===== config.mk =====
export PLATFORM = sky130hd
export DESIGN_NAME = key_debounce
export DESIGN_NICKNAME = d
export VERILOG_FILES = /design/src/rtl/key_debounce_pkg.sv /design/src/rtl/key_debounce_ch.sv /design/src/rtl/key_debounce.sv
export SDC_FILE = /design/constraint.sdc
export NUM_CORES = 1
export LEC_CHECK = 0
export CAP_MARGIN = 20
export CORE_MARGIN = 2
export CORE_UTILIZATION = 30
export CTS_CLUSTER_DIAMETER = 80
export DETAILED_ROUTE_END_ITERATION = 8
export GPL_TIMING_DRIVEN = 0
export PLACE_DENSITY = 0.56
export SLEW_MARGIN = 5
export SYNTH_ARGS = -nofsm -noshare
export SYNTH_HDL_FRONTEND = slang
export SYNTH_SLANG_ARGS = --single-unit

===== constraint.sdc =====
create_clock -name clk -period 4.45 [get_ports clk]
set_input_delay 0.89 -clock clk [delete_from_list [all_inputs] [get_ports clk]]
set_output_delay 0.89 -clock clk [all_outputs]
set_load 0.01 [all_outputs]

===== src/rtl/key_debounce_pkg.sv =====
// Shared definitions for the key debouncer: per-channel FSM encoding and
// counter widths used by every channel instance.
package key_debounce_pkg;

    // Stability counter only has to reach STABLE_MS-1 (at most 254).
    localparam int STAB_CNT_W = 8;

    // Repeat counter has to reach REPEAT_DELAY_MS-1 / REPEAT_RATE_MS-1 (at most 65534).
    localparam int RPT_CNT_W  = 16;

    typedef enum logic [1:0] {
        ST_IDLE      = 2'd0,
        ST_PRESS_DLY = 2'd1,
        ST_REPEATING = 2'd2
    } key_state_e;

endpackage : key_debounce_pkg


===== src/rtl/key_debounce_ch.sv =====
// Single key channel: synchronizer, tick-based stability filter, press/release
// edge pulses and the auto-repeat sequencer.
//
// state        | meaning
// -------------+---------------------------------------------------------
// ST_IDLE      | debounced level is 0, nothing to time
// ST_PRESS_DLY | press accepted, timing the initial repeat delay
// ST_REPEATING | first repeat issued, pulsing every REPEAT_RATE_MS ticks
module key_debounce_ch
    import key_debounce_pkg::*;
#(
    parameter int unsigned STABLE_MS       = 20,
    parameter int unsigned REPEAT_DELAY_MS = 500,
    parameter int unsigned REPEAT_RATE_MS  = 100
) (
    input  logic clk,
    input  logic rst_n,
    input  logic tick_1ms,
    input  logic key_raw,
    input  logic repeat_en,
    output logic key_level,
    output logic key_press,
    output logic key_release,
    output logic key_repeat
);

    localparam logic [STAB_CNT_W-1:0] STAB_LAST = STAB_CNT_W'(STABLE_MS - 1);
    localparam logic [RPT_CNT_W-1:0]  DLY_LAST  = RPT_CNT_W'(REPEAT_DELAY_MS - 1);
    localparam logic [RPT_CNT_W-1:0]  RATE_LAST = RPT_CNT_W'(REPEAT_RATE_MS - 1);

    logic                  sync1_q, sync1_d;
    logic                  sync2_q, sync2_d;
    logic [STAB_CNT_W-1:0] stab_cnt_q, stab_cnt_d;
    logic                  level_q, level_d;
    logic                  level_dly_q, level_dly_d;
    logic                  press_q, press_d;
    logic                  release_q, release_d;
    logic                  accept;
    logic                  accept_press;
    logic                  accept_release;

    key_state_e            state_q;
    logic [RPT_CNT_W-1:0]  rpt_cnt_q;
    logic                  repeat_q;

    // Next-state for synchronizer, stability filter and edge-pulse generation.
    always_comb begin
        sync1_d     = key_raw;
        sync2_d     = sync1_q;
        stab_cnt_d  = stab_cnt_q;
        level_d     = level_q;
        accept      = 1'b0;

        // Any cycle agreeing with the current level restarts the filter, so a
        // one-cycle glitch back to the old value between ticks costs the whole count.
        if (sync2_q == level_q) begin
            stab_cnt_d = '0;
        end else if (tick_1ms) begin
            if (stab_cnt_q == STAB_LAST) begin
                level_d    = sync2_q;
                stab_cnt_d = '0;
                accept     = 1'b1;
            end else begin
                stab_cnt_d = stab_cnt_q + 1'b1;
            end
        end

        // Pulses come from a delayed copy of the level, so they land in the
        // cycle after the level flop changes.
        level_dly_d = level_q;
        press_d     = level_q & ~level_dly_q;
        release_d   = ~level_q & level_dly_q;
    end

    assign accept_press   = accept & sync2_q;
    assign accept_release = accept & ~sync2_q;

    // Debounce datapath registers.
    always_ff @(posedge clk or negedge rst_n) begin
        if (!rst_n) begin
            sync1_q     <= 1'b0;
            sync2_q     <= 1'b0;
            stab_cnt_q  <= '0;
            level_q     <= 1'b0;
            level_dly_q <= 1'b0;
            press_q     <= 1'b0;
            release_q   <= 1'b0;
        end else begin
            sync1_q     <= sync1_d;
            sync2_q     <= sync2_d;
            stab_cnt_q  <= stab_cnt_d;
            level_q     <= level_d;
            level_dly_q <= level_dly_d;
            press_q     <= press_d;
            release_q   <= release_d;
        end
    end

    // Auto-repeat sequencer; a release accepted on a match tick suppresses that repeat.
    always_ff @(posedge clk or negedge rst_n) begin
        if (!rst_n) begin
            state_q   <= ST_IDLE;
            rpt_cnt_q <= '0;
            repeat_q  <= 1'b0;
        end else begin
            repeat_q <= 1'b0;
            case (state_q)
                ST_IDLE: begin
                    if (accept_press) begin
                        state_q   <= ST_PRESS_DLY;
                        rpt_cnt_q <= '0;
                    end
                end
                ST_PRESS_DLY: begin
                    if (accept_release) begin
                        state_q   <= ST_IDLE;
                        rpt_cnt_q <= '0;
                    end else if (tick_1ms) begin
                        if (rpt_cnt_q == DLY_LAST) begin
                            state_q   <= ST_REPEATING;
                            rpt_cnt_q <= '0;
                            repeat_q  <= repeat_en;
                        end else begin
                            rpt_cnt_q <= rpt_cnt_q + 1'b1;
                        end
                    end
                end
                ST_REPEATING: begin
                    if (accept_release) begin
                        state_q   <= ST_IDLE;
                        rpt_cnt_q <= '0;
                    end else if (tick_1ms) begin
                        if (rpt_cnt_q == RATE_LAST) begin
                            rpt_cnt_q <= '0;
                            repeat_q  <= repeat_en;
                        end else begin
                            rpt_cnt_q <= rpt_cnt_q + 1'b1;
                        end
                    end
                end
                default: begin
                    state_q   <= ST_IDLE;
                    rpt_cnt_q <= '0;
                end
            endcase
        end
    end

    assign key_level   = level_q;
    assign key_press   = press_q;
    assign key_release = release_q;
    assign key_repeat  = repeat_q;

endmodule : key_debounce_ch


===== src/rtl/key_debounce.sv =====
// Multi-key debouncer top: one independent key_debounce_ch per key, outputs
// gathered back into per-key vectors.
module key_debounce
    import key_debounce_pkg::*;
#(
    parameter int unsigned N_KEYS          = 4,
    parameter int unsigned STABLE_MS       = 20,
    parameter int unsigned REPEAT_DELAY_MS = 500,
    parameter int unsigned REPEAT_RATE_MS  = 100
) (
    input  logic              clk,
    input  logic              rst_n,
    input  logic              tick_1ms,
    input  logic [N_KEYS-1:0] key_raw,
    input  logic [N_KEYS-1:0] repeat_en,
    output logic [N_KEYS-1:0] key_level,
    output logic [N_KEYS-1:0] key_press,
    output logic [N_KEYS-1:0] key_release,
    output logic [N_KEYS-1:0] key_repeat
);

    for (genvar g = 0; g < int'(N_KEYS); g++) begin : g_ch
        key_debounce_ch #(
            .STABLE_MS       (STABLE_MS),
            .REPEAT_DELAY_MS (REPEAT_DELAY_MS),
            .REPEAT_RATE_MS  (REPEAT_RATE_MS)
        ) u_ch (
            .clk         (clk),
            .rst_n       (rst_n),
            .tick_1ms    (tick_1ms),
            .key_raw     (key_raw[g]),
            .repeat_en   (repeat_en[g]),
            .key_level   (key_level[g]),
            .key_press   (key_press[g]),
            .key_release (key_release[g]),
            .key_repeat  (key_repeat[g])
        );
    end

endmodule : key_debounce


* After elaboration in Yosys (flattened, before gate mapping)
Cells that the tools add are included.
** Storage, ports and cells
- Register bits after elaboration :: 132
- Bits in latches :: 0
- Bits in writable memories :: 0
- Bits in read-only memories :: 0
- Input port bits :: 11
- Output and inout port bits :: 16
- Logic and storage cells :: 252
- Memories :: 0
** Operators by class
- Add/subtract/negate cells :: 8
- $mul :: 0
- Div/mod/pow operators :: 0
- Magnitude comparators :: 0
- Eq/ne operators :: 44
- Shift-type cells :: 0
- Muxes and demuxes :: 108
- Bitwise logic cells :: 32
- Reduce and logical (&&, ||, !) cells :: 20
** Operators by type and width (number)
- two-way mux 16 bit :: 28
- case mux 16 bit (3 select lines) :: 4
- two-way mux 8 bit :: 12
- adder 16 x 1 -> 16 bit (second input constant) :: 4
- == test 16 x 7 -> 1 bit (second input constant) :: 4
- == test 16 x 9 -> 1 bit (second input constant) :: 4
- two-way mux 2 bit :: 20
- two-way mux 1 bit :: 36
- adder 8 x 1 -> 8 bit (second input constant) :: 4
- == test 8 x 5 -> 1 bit (second input constant) :: 4
- inequality test 3 x 2 -> 1 bit (second input constant) :: 8
- case mux 2 bit (3 select lines) :: 4
- AND reduction 3 bit :: 8
- AND 1 bit :: 16
- inequality test 2 x 1 -> 1 bit (second input constant) :: 8
- NOT 1 bit :: 16
- AND reduction 4 bit :: 4
- inequality test 3 x 1 -> 1 bit (second input constant) :: 4
- == test 2 x 1 -> 1 bit (second input constant) :: 4
- == test 2 bit (second input constant) :: 4
- zero test 2 bit :: 4
- case mux 1 bit (2 select lines) :: 4
- nonzero test 2 bit :: 4
- == test 1 bit :: 4

* Longest topological paths before layout
Gate-level depths: netlist of the first run.
- Depth after elaboration :: 7
- Mapped depth :: 9

* Cells and area by module
A second synthesis of the first run with hierarchy kept.
** Unflattened totals
- Cells, all modules :: 809
- Area, all modules :: 7669.9 um^2
** By module, submodules not included
- key_debounce_ch (g_ch[1].u_ch ...) :: times used 2, cells an instance 202, area an instance 1966.9 um^2, sequential area each 825.8 um^2
- key_debounce_ch (g_ch[3].u_ch) :: times used 1, cells an instance 210, area an instance 1895.6 um^2, sequential area each 825.8 um^2
- key_debounce_ch (g_ch[0].u_ch) :: times used 1, cells an instance 195, area an instance 1840.5 um^2, sequential area each 825.8 um^2

* Least setup slack after synthesis of the first run
No wires, ideal clock.
- Path kind :: input to register
- Start point :: in tick_1ms
- End point :: reg g_ch[0].u_ch.rpt_cnt_q[13]
- Library setup time :: 120 ps
- Arrival :: 2357 ps
- Slack :: 1973 ps
- Stages :: 5
- Buffers on the path :: 1
- Cell sequence :: or4b_1 o31ai_2 nor3_1 buf_2 a31o_2
** Between the ends
- Cells in the longest elaborated chain, start to end :: 5
- Elaborated cells between the ends (all ways) :: 11
- Those cells by class :: 3 x eq/ne; 5 x mux; 2 x bitwise; 1 x reduce/logical
** Ends and longest elaborated chain
- start: declaration :: line key_debounce.sv:13 : input logic tick_1ms,
- two-way mux 1 bit :: line key_debounce_ch.sv:58 : end else if (tick_1ms) begin
- two-way mux 1 bit :: line key_debounce_ch.sv:56 : if (sync2_q == level_q) begin
- AND 1 bit (on tied branches) :: line key_debounce_ch.sv:76, key_debounce_ch.sv:75
- inequality test 3 x 2 -> 1 bit (no line) (tied with other cells)
- AND reduction 3 bit (no line) or case mux 16 bit (3 select lines) (tied branches)
- end signal: assignment :: line key_debounce_ch.sv:124 : rpt_cnt_q <= rpt_cnt_q + 1'b1;
- end signal: assignment :: line key_debounce_ch.sv:137 : rpt_cnt_q <= rpt_cnt_q + 1'b1;
- end: declaration :: line key_debounce_ch.sv:43 : logic [RPT_CNT_W-1:0] rpt_cnt_q;
Several ways; a longest one is shown, not always the timed one.
A chain may end at the register's enable or synchronous reset.

* Final worst setup path of the first run
Same ends and word-level chain as after synthesis.

==> results.sh, run 1 <==
export IMPL_ys_seq_area_frac=0.436
export IMPL_cp_required_ns=4.82
export IMPL_netlist_area_um2=7580
export IMPL_p_per_area_nw_per_um2=306
export IMPL_status="finished, final reports clean"
export IMPL_crit_fanout=10
export IMPL_pre_cts_ws_ns=0.540
export IMPL_path_clk_slew_ns=0.06
export IMPL_peakVddDrop_mv=0.180
export IMPL_worstPathArrival_ns=3.74
export IMPL_ant_nets=0
export IMPL_min_path_type="flop to flop"
export IMPL_cts_sinks=132
export IMPL_worstSetupPathType="primary input to flop"
export IMPL_yosysWarnings=0
export IMPL_cts_made_buffers=17
export IMPL_synth_top_area_cell="dfrtp_1"
export IMPL_setup_viol=0
export IMPL_layout_common_cells="132 x dfrtp_1, 75 x nand2_1, 50 x nand3_1"
export IMPL_crit_family="buffers and inverters"
export IMPL_syn_nets=838
export IMPL_slew_headroom=0.470
export IMPL_clockRootBuffer="clkbuf_16"
export IMPL_p_leak_nw=3.57
export IMPL_io_buffer_count=26
export IMPL_final_common_cell="dfrtp_1"
export IMPL_drtPass1Iterations=5
export IMPL_ys_ff_latch=132
export IMPL_crit_slowest_cell="nor3_1"
export IMPL_min_to="g_ch[0].u_ch.sync2_q"
export IMPL_fp_dieW_um=163
export IMPL_reg2reg_from="g_ch[2].u_ch.rpt_cnt_q[11]"
export IMPL_synthFlopType="dfrtp_1"
export IMPL_grt_pass1_vias=5903
export IMPL_start_util=0.304
export IMPL_nFillCells=2562
export IMPL_setup_tns_final_ns=0
export IMPL_die_h_um=163
export IMPL_syn_to_final_growth_pct=16.7
export IMPL_design_core_area_um2=25000
export IMPL_postCtsSetupBuffers=0
export IMPL_fin_crit_ns=3.37
export IMPL_crit_buf_inv=4
export IMPL_cap_violations=0
export IMPL_crit_chain="clkdlybuf4s50_1, clkbuf_1, inv_1, o31ai_1, nand2_1, nor3_1, buf_2, a31o_2"
export IMPL_fin_ws_ns=1.08
export IMPL_gr_total_overflow=0
export IMPL_finClkSkew_ns=0.0134
export IMPL_cts_resized=0
export IMPL_clkLatencyLatePin_ns=0.43
export IMPL_totalWireLength_um=17400
export IMPL_finalCritPeriodShare=0.757
export IMPL_synth_edf_count=0
export IMPL_synth_cell_type_count=69
export IMPL_cp_slowest_stage_delay_ns=0.57
export IMPL_first_iter_violations=515
export IMPL_dieArea_um2=26500
export IMPL_io_pins=27
export IMPL_holdWs_ns=0.348
export IMPL_cts_tree="built"
export IMPL_gp_congestion=0.790
export IMPL_hold_viol=0
export IMPL_holdBufCountCts=0
export IMPL_detailroute_via_count=6404
export IMPL_r2r_end="g_ch[2].u_ch.rpt_cnt_q[8]"
export IMPL_clock_path_buffers=2
export IMPL_nets=884
export IMPL_max_slew_worst_pin_slew_ns=0.788
export IMPL_reg2reg_depth=7
export IMPL_grt_pass1_wl_um=29300
export IMPL_yosys_top_cells_area="dfrtp_1 44%, o31ai_1 4.4%, nand2_1 3.7%"
export IMPL_htree_num_levels=4
export IMPL_grt_max_degree=91
export IMPL_start_kind="primary input"
export IMPL_routedWlPerCell_um=14.5
export IMPL_syn_area_per_cell_um2=9.39
export IMPL_hold_start="g_ch[0].u_ch.sync1_q"
export IMPL_drive_gt1_frac=0.0879
export IMPL_rrSetupSlack_ns=1.68
export IMPL_end_kind="flop"
export IMPL_synthCells=807
export IMPL_viasPerCell=5.36
export IMPL_dp_hpwl_um=11600
export IMPL_async_flop_share=1.00
export IMPL_rows=58
export IMPL_antenna_found_initial=0
export IMPL_slew_viol_final=0
export IMPL_grtUsageTotal=0.136
export IMPL_rsz0062_at_grt="false"
export IMPL_worstHoldPathCells=0
export IMPL_yosys_area_top_type_share=0.436
export IMPL_clock_fmax_mhz=297
export IMPL_drc=0
export IMPL_diodes=0
-- cells in the mapped netlist, drive strengths merged, types with 3 or more instances --
library cell  instances
nand3b                6
a22oi                10
nand4                33
nor2b                30
o41ai                 5
a41oi                 4
nand2                75
nand2b               10
a31oi                 9
nand3                50
inv                  27
a21boi                6
a32oi                 7
a21oi                10
xor2                  3
o22ai                 5
and4                 11
mux2                  5
nor3                 15
and2                  7
and3                 23
o21a                  7
o211ai                3
or4b                  3
nor4                 10
nor3b                 3
nor2                 34
ha                   20
buf                  23
o21ai                50
a22o                 15
o311ai               19
xnor2                 5
mux2i                 5
dfrtp               132
clkbuf               32
o31ai                45
or3                   9
o22a                  3
or2                   7
nand4bb               4
-- registers in the layout, indices dropped and copies added (netlist names) --
signal and flops:
g_ch.u_ch.key_level 4, g_ch.u_ch.sync2_q 4, g_ch.u_ch.key_release 4, g_ch.u_ch.stab_cnt_q 32, g_ch.u_ch.rpt_cnt_q 64, g_ch.u_ch.sync1_q 4
g_ch.u_ch.key_repeat 4, g_ch.u_ch.key_press 4, g_ch.u_ch.state_q 8, g_ch.u_ch.level_dly_q 4
-- final cells by class --
cell class | instances | area, um^2 | area share
flip-flops and latches | 132 | 3300 | 0.373
well taps | 330 | 413 | 0.0467
repair buffers | 27 | 289 | 0.0327
multi-input cells | 593 | 3890 | 0.440
clock buffers | 24 | 492 | 0.0556
plain buffers | 55 | 285 | 0.0323
inverters | 27 | 101 | 0.0115
clock inverters | 7 | 72.6 | 0.00820
-- layer usage --
| layer | wire length [um] | vias to the layer above | track usage |
|---|---|---|---|
| met3 | 775 | 24 | 0.0290 |
| met4 | 301 | 0 | 0.0491 |
| met5 | 0 | - | 0 |
| met2 | 7920 | 143 | 0.211 |
| li1 | - | 3163 | - |
| met1 | 8390 | 3074 | 0.187 |
-- per-stage QoR --
step | utilization | area [um^2] | power, mW | cells
6_report | 0.354 | 8840 | 2.70 | 1195
5_1_grt | 0.354 | 8840 | 2.82 | 1195
4_1_cts | 0.354 | 8840 | 2.75 | 1195
3_5_place_dp | 0.332 | 8280 | 1.37 | 1164
3_3_place_gp | 0.331 | 8250 | 1.37 | 1163
2_1_floorplan | - | 7580 | 1.31 | 807
-- power by group --
part	total, mW	switching [mW]	internal (mW)
clock	1.36	0.531	0.825
combinational	0.105	0.0675	0.0376
sequential	1.24	0.0205	1.22
total	2.70	0.619	2.09
-- cells by family (layout without fill, tap and decap cells) --
logic type                 after synthesis  after routing  share of synthesized area
muxes                                   10             10                     0.0140
adders and majority gates               20             20                     0.0330
and+or+nand+nor                        340            340                      0.250
xor gates and xnor gates                 8              8                    0.00925
AOI/OAI and AO/OA                      215            215                      0.206
buffers and inverters                   82            140                     0.0510
DFF                                    132            132                      0.436
-- worst max-delay path by stage --
stage,to,start,cells past startpoint
2_1_floorplan,g_ch[0].u_ch.rpt_cnt_q[13],tick_1ms,5
3_3_place_gp,g_ch[1].u_ch.rpt_cnt_q[0],rst_n,1
3_5_place_dp,g_ch[2].u_ch.key_repeat,tick_1ms,6
4_1_cts,g_ch[2].u_ch.key_repeat,tick_1ms,6
5_1_grt,g_ch[0].u_ch.rpt_cnt_q[8],tick_1ms,8
6_report,g_ch[0].u_ch.rpt_cnt_q[13],tick_1ms,8
No activity file was read; power rests on OpenSTA's default activity.
==> run 2: changes to the inputs <==
--- a/config.mk
+++ b/config.mk
@@ -11,7 +11,7 @@
 export CTS_CLUSTER_DIAMETER = 80
 export DETAILED_ROUTE_END_ITERATION = 8
 export GPL_TIMING_DRIVEN = 0
-export PLACE_DENSITY = 0.56
+export PLACE_DENSITY = 0.58
 export SLEW_MARGIN = 5
 export SYNTH_ARGS = -nofsm -noshare
 export SYNTH_HDL_FRONTEND = slang
==> constraint.sdc (replaced) <==
create_clock -name clk -period 2.85 [get_ports clk]
set_input_delay 0.57 -clock clk [delete_from_list [all_inputs] [get_ports clk]]
set_output_delay 0.57 -clock clk [all_outputs]
set_load 0.01 [all_outputs]
==> results.sh, run 2 (synthesis gave the netlist of run 1 again) <==
export IMPL_status="finished, final reports clean"
export IMPL_nFillCells=2530
export IMPL_path_clk_slew_ns=0.06
export IMPL_fp_dieW_um=163
export IMPL_p_sw_frac=0.213
export IMPL_p_leak_nw=3.64
export IMPL_p_seq_frac=0.418
export IMPL_cts_made_buffers=17
export IMPL_clock_path_buffers=2
export IMPL_drc=0
export IMPL_regMostFlops="g_ch.u_ch.rpt_cnt_q"
export IMPL_max_slew_worst_pin_slew_ns=0.678
export IMPL_reg2reg_depth=8
export IMPL_cts_sinks=132
export IMPL_detailroute_via_count=6390
export IMPL_p_switching_uw=988
export IMPL_hold_viol=0
export IMPL_grt_pass1_vias=5955
export IMPL_nets=884
export IMPL_cp_required_ns=3.15
export IMPL_rows=58
export IMPL_slew_headroom=0.548
export IMPL_slew_viol_final=0
export IMPL_pre_cts_ws_ns=-0.715
export IMPL_postCtsSetupBuffers=0
export IMPL_place_inst=1164
export IMPL_end_kind="flop"
export IMPL_layout_common_cells="132 x dfrtp_1, 75 x nand2_1, 50 x nand3_1"
export IMPL_die_h_um=163
export IMPL_grtUsageTotal=0.134
export IMPL_gr_usage_met3=0.0272
export IMPL_grtUsageMet2=0.210
export IMPL_setup_tns_final_ns=0
export IMPL_p_per_area_nw_per_um2=516
export IMPL_stdcell_area_um2=8990
export IMPL_rsz0062_at_grt="false"
export IMPL_totalWireLength_um=17200
export IMPL_final_common_cell="dfrtp_1"
export IMPL_instances_no_fill=1196
export IMPL_worstSetupPathType="primary input to flop"
export IMPL_start_kind="primary input"
export IMPL_syn_to_final_growth_pct=18.7
export IMPL_clkPwrFrac=0.546
export IMPL_drive_gt1_frac=0.100
export IMPL_routedWlPerCell_um=14.4
export IMPL_largest_reg_flops=64
export IMPL_grt_max_degree=79
export IMPL_antenna_found_initial=0
export IMPL_clockRootBuffer="clkbuf_16"
export IMPL_finClkSkew_ns=0.0199
export IMPL_fin_ws_ns=0.211
export IMPL_fin_util=0.360
export IMPL_reg2reg_from="g_ch[2].u_ch.stab_cnt_q[0]"
export IMPL_grt_pass1_wl_um=29100
export IMPL_grt_util_met1=0.185
export IMPL_dp_hpwl_um=11500
export IMPL_cap_violations=0
export IMPL_multi_input_area_um2=3920
export IMPL_crit_fanout=10
export IMPL_clkLatencyLatePin_ns=0.43
export IMPL_worstPathArrival_ns=2.94
export IMPL_htree_num_levels=4
export IMPL_p_comb_frac=0.035
export IMPL_first_iter_violations=334
export IMPL_grt_busiest_layer="met2"
export IMPL_io_buffer_count=26
export IMPL_rrSetupSlack_ns=0.22
export IMPL_gr_total_overflow=0
export IMPL_fin_crit_ns=2.64
export IMPL_drtPass1Iterations=5
export IMPL_ant_nets=0
export IMPL_setup_viol=0
export IMPL_cts_tree="built"
export IMPL_gp_congestion=0.826
export IMPL_reg_top3="g_ch.u_ch.rpt_cnt_q (64), g_ch.u_ch.stab_cnt_q (32), g_ch.u_ch.state_q (8)"
export IMPL_clock_fmax_mhz=379
export IMPL_peakVddDrop_mv=0.300
export IMPL_regArea_um2=3300
export IMPL_start_util=0.304
export IMPL_diodes=0
export IMPL_cell_internal_pwr_mw=3.65
export IMPL_dieArea_um2=26500
export IMPL_finalCritPeriodShare=0.926
export IMPL_io_pins=27
export IMPL_viasPerCell=5.34
export IMPL_design_core_area_um2=25000
export IMPL_holdBufCountCts=0
export IMPL_min_path_type="primary input to asynchronous set/reset pin"
export IMPL_r2r_end="g_ch[2].u_ch.rpt_cnt_q[8]"
export IMPL_placed_area_um2=8280
-- run 2: cell types whose count changed in the layout (fill, tap and decap cells not counted), moves of 2 or more --
cell       previous run  this run
bufinv_16             1         6
clkbuf_1             35        31
nor4_1               10         7
nor4_2                0         3
clkbuf_8              4         2
clkinv_4              1         3
-- run 2: stage by stage --
stage / hold slack, ns / power, mW
4_1_cts: 0.126 / 4.71
6_report: 0.109 / 4.64
3_3_place_gp: 0.336 / 2.14
3_5_place_dp: 0.337 / 2.14
2_1_floorplan: 0.274 / 2.05
5_1_grt: 0.147 / 4.82
-- run 2: worst max path at each step --
stage / start / endpoint / slack, ns / depth (start not counted)
finish: tick_1ms / g_ch[0].u_ch.stab_cnt_q[5] / 0.21 / 6
global route: g_ch[2].u_ch.stab_cnt_q[0] / g_ch[2].u_ch.rpt_cnt_q[8] / 0.03 / 8
CTS: tick_1ms / g_ch[3].u_ch.rpt_cnt_q[15] / 0.15 / 8
detailed placement: tick_1ms / g_ch[0].u_ch.rpt_cnt_q[7] / -0.71 / 8
global placement: rst_n / g_ch[0].u_ch.rpt_cnt_q[13] / -4.47 / 1
floorplan: g_ch[1].u_ch.stab_cnt_q[0] / g_ch[1].u_ch.rpt_cnt_q[12] / 0.53 / 8
-- run 2: per-layer routing --
| layer | wire [um] | part of all wire | up-vias |
|---|---|---|---|
| met1 | 8600 | 0.50 | 3130 |
| li1 | - | - | 3149 |
| met3 | 531 | 0.031 | 14 |
| met5 | 0 | 0 | - |
| met4 | 191 | 0.011 | 0 |
| met2 | 7860 | 0.46 | 97 |
-- run 2: power groups by stage --
stage          clock network (mW)  logic, mW  registers (mW)
6_report                     2.54      0.164            1.94
5_1_grt                      2.68      0.193            1.95
4_1_cts                      2.60      0.170            1.94
3_5_place_dp                    0      0.170            1.98
3_3_place_gp                    0      0.161            1.98
2_1_floorplan                   0     0.0847            1.97
-- run 2: worst max-delay path, cell delays in order --
cell and delay (ns):
clkdlybuf4s50_1 0.49, clkbuf_2 0.29, clkbuf_1 0.57, o221ai_1 0.35, clkbuf_1 0.29, o41ai_1 0.37
-- run 2: cell type report --
cell class                      instances  area share
Buffer                                 55      0.0320
Tap cell                              330      0.0459
Sequential cell                       132       0.367
Clock buffer                           19      0.0504
Timing Repair Buffer                   27      0.0321
Multi-Input combinational cell        593       0.436
Clock inverter                         13      0.0255
Inverter                               27      0.0113
-- run 2: timing repair --
item	CTS	global route
setup endpoints to repair	30	8
pin swaps	0	0
gates resized for setup	3	4
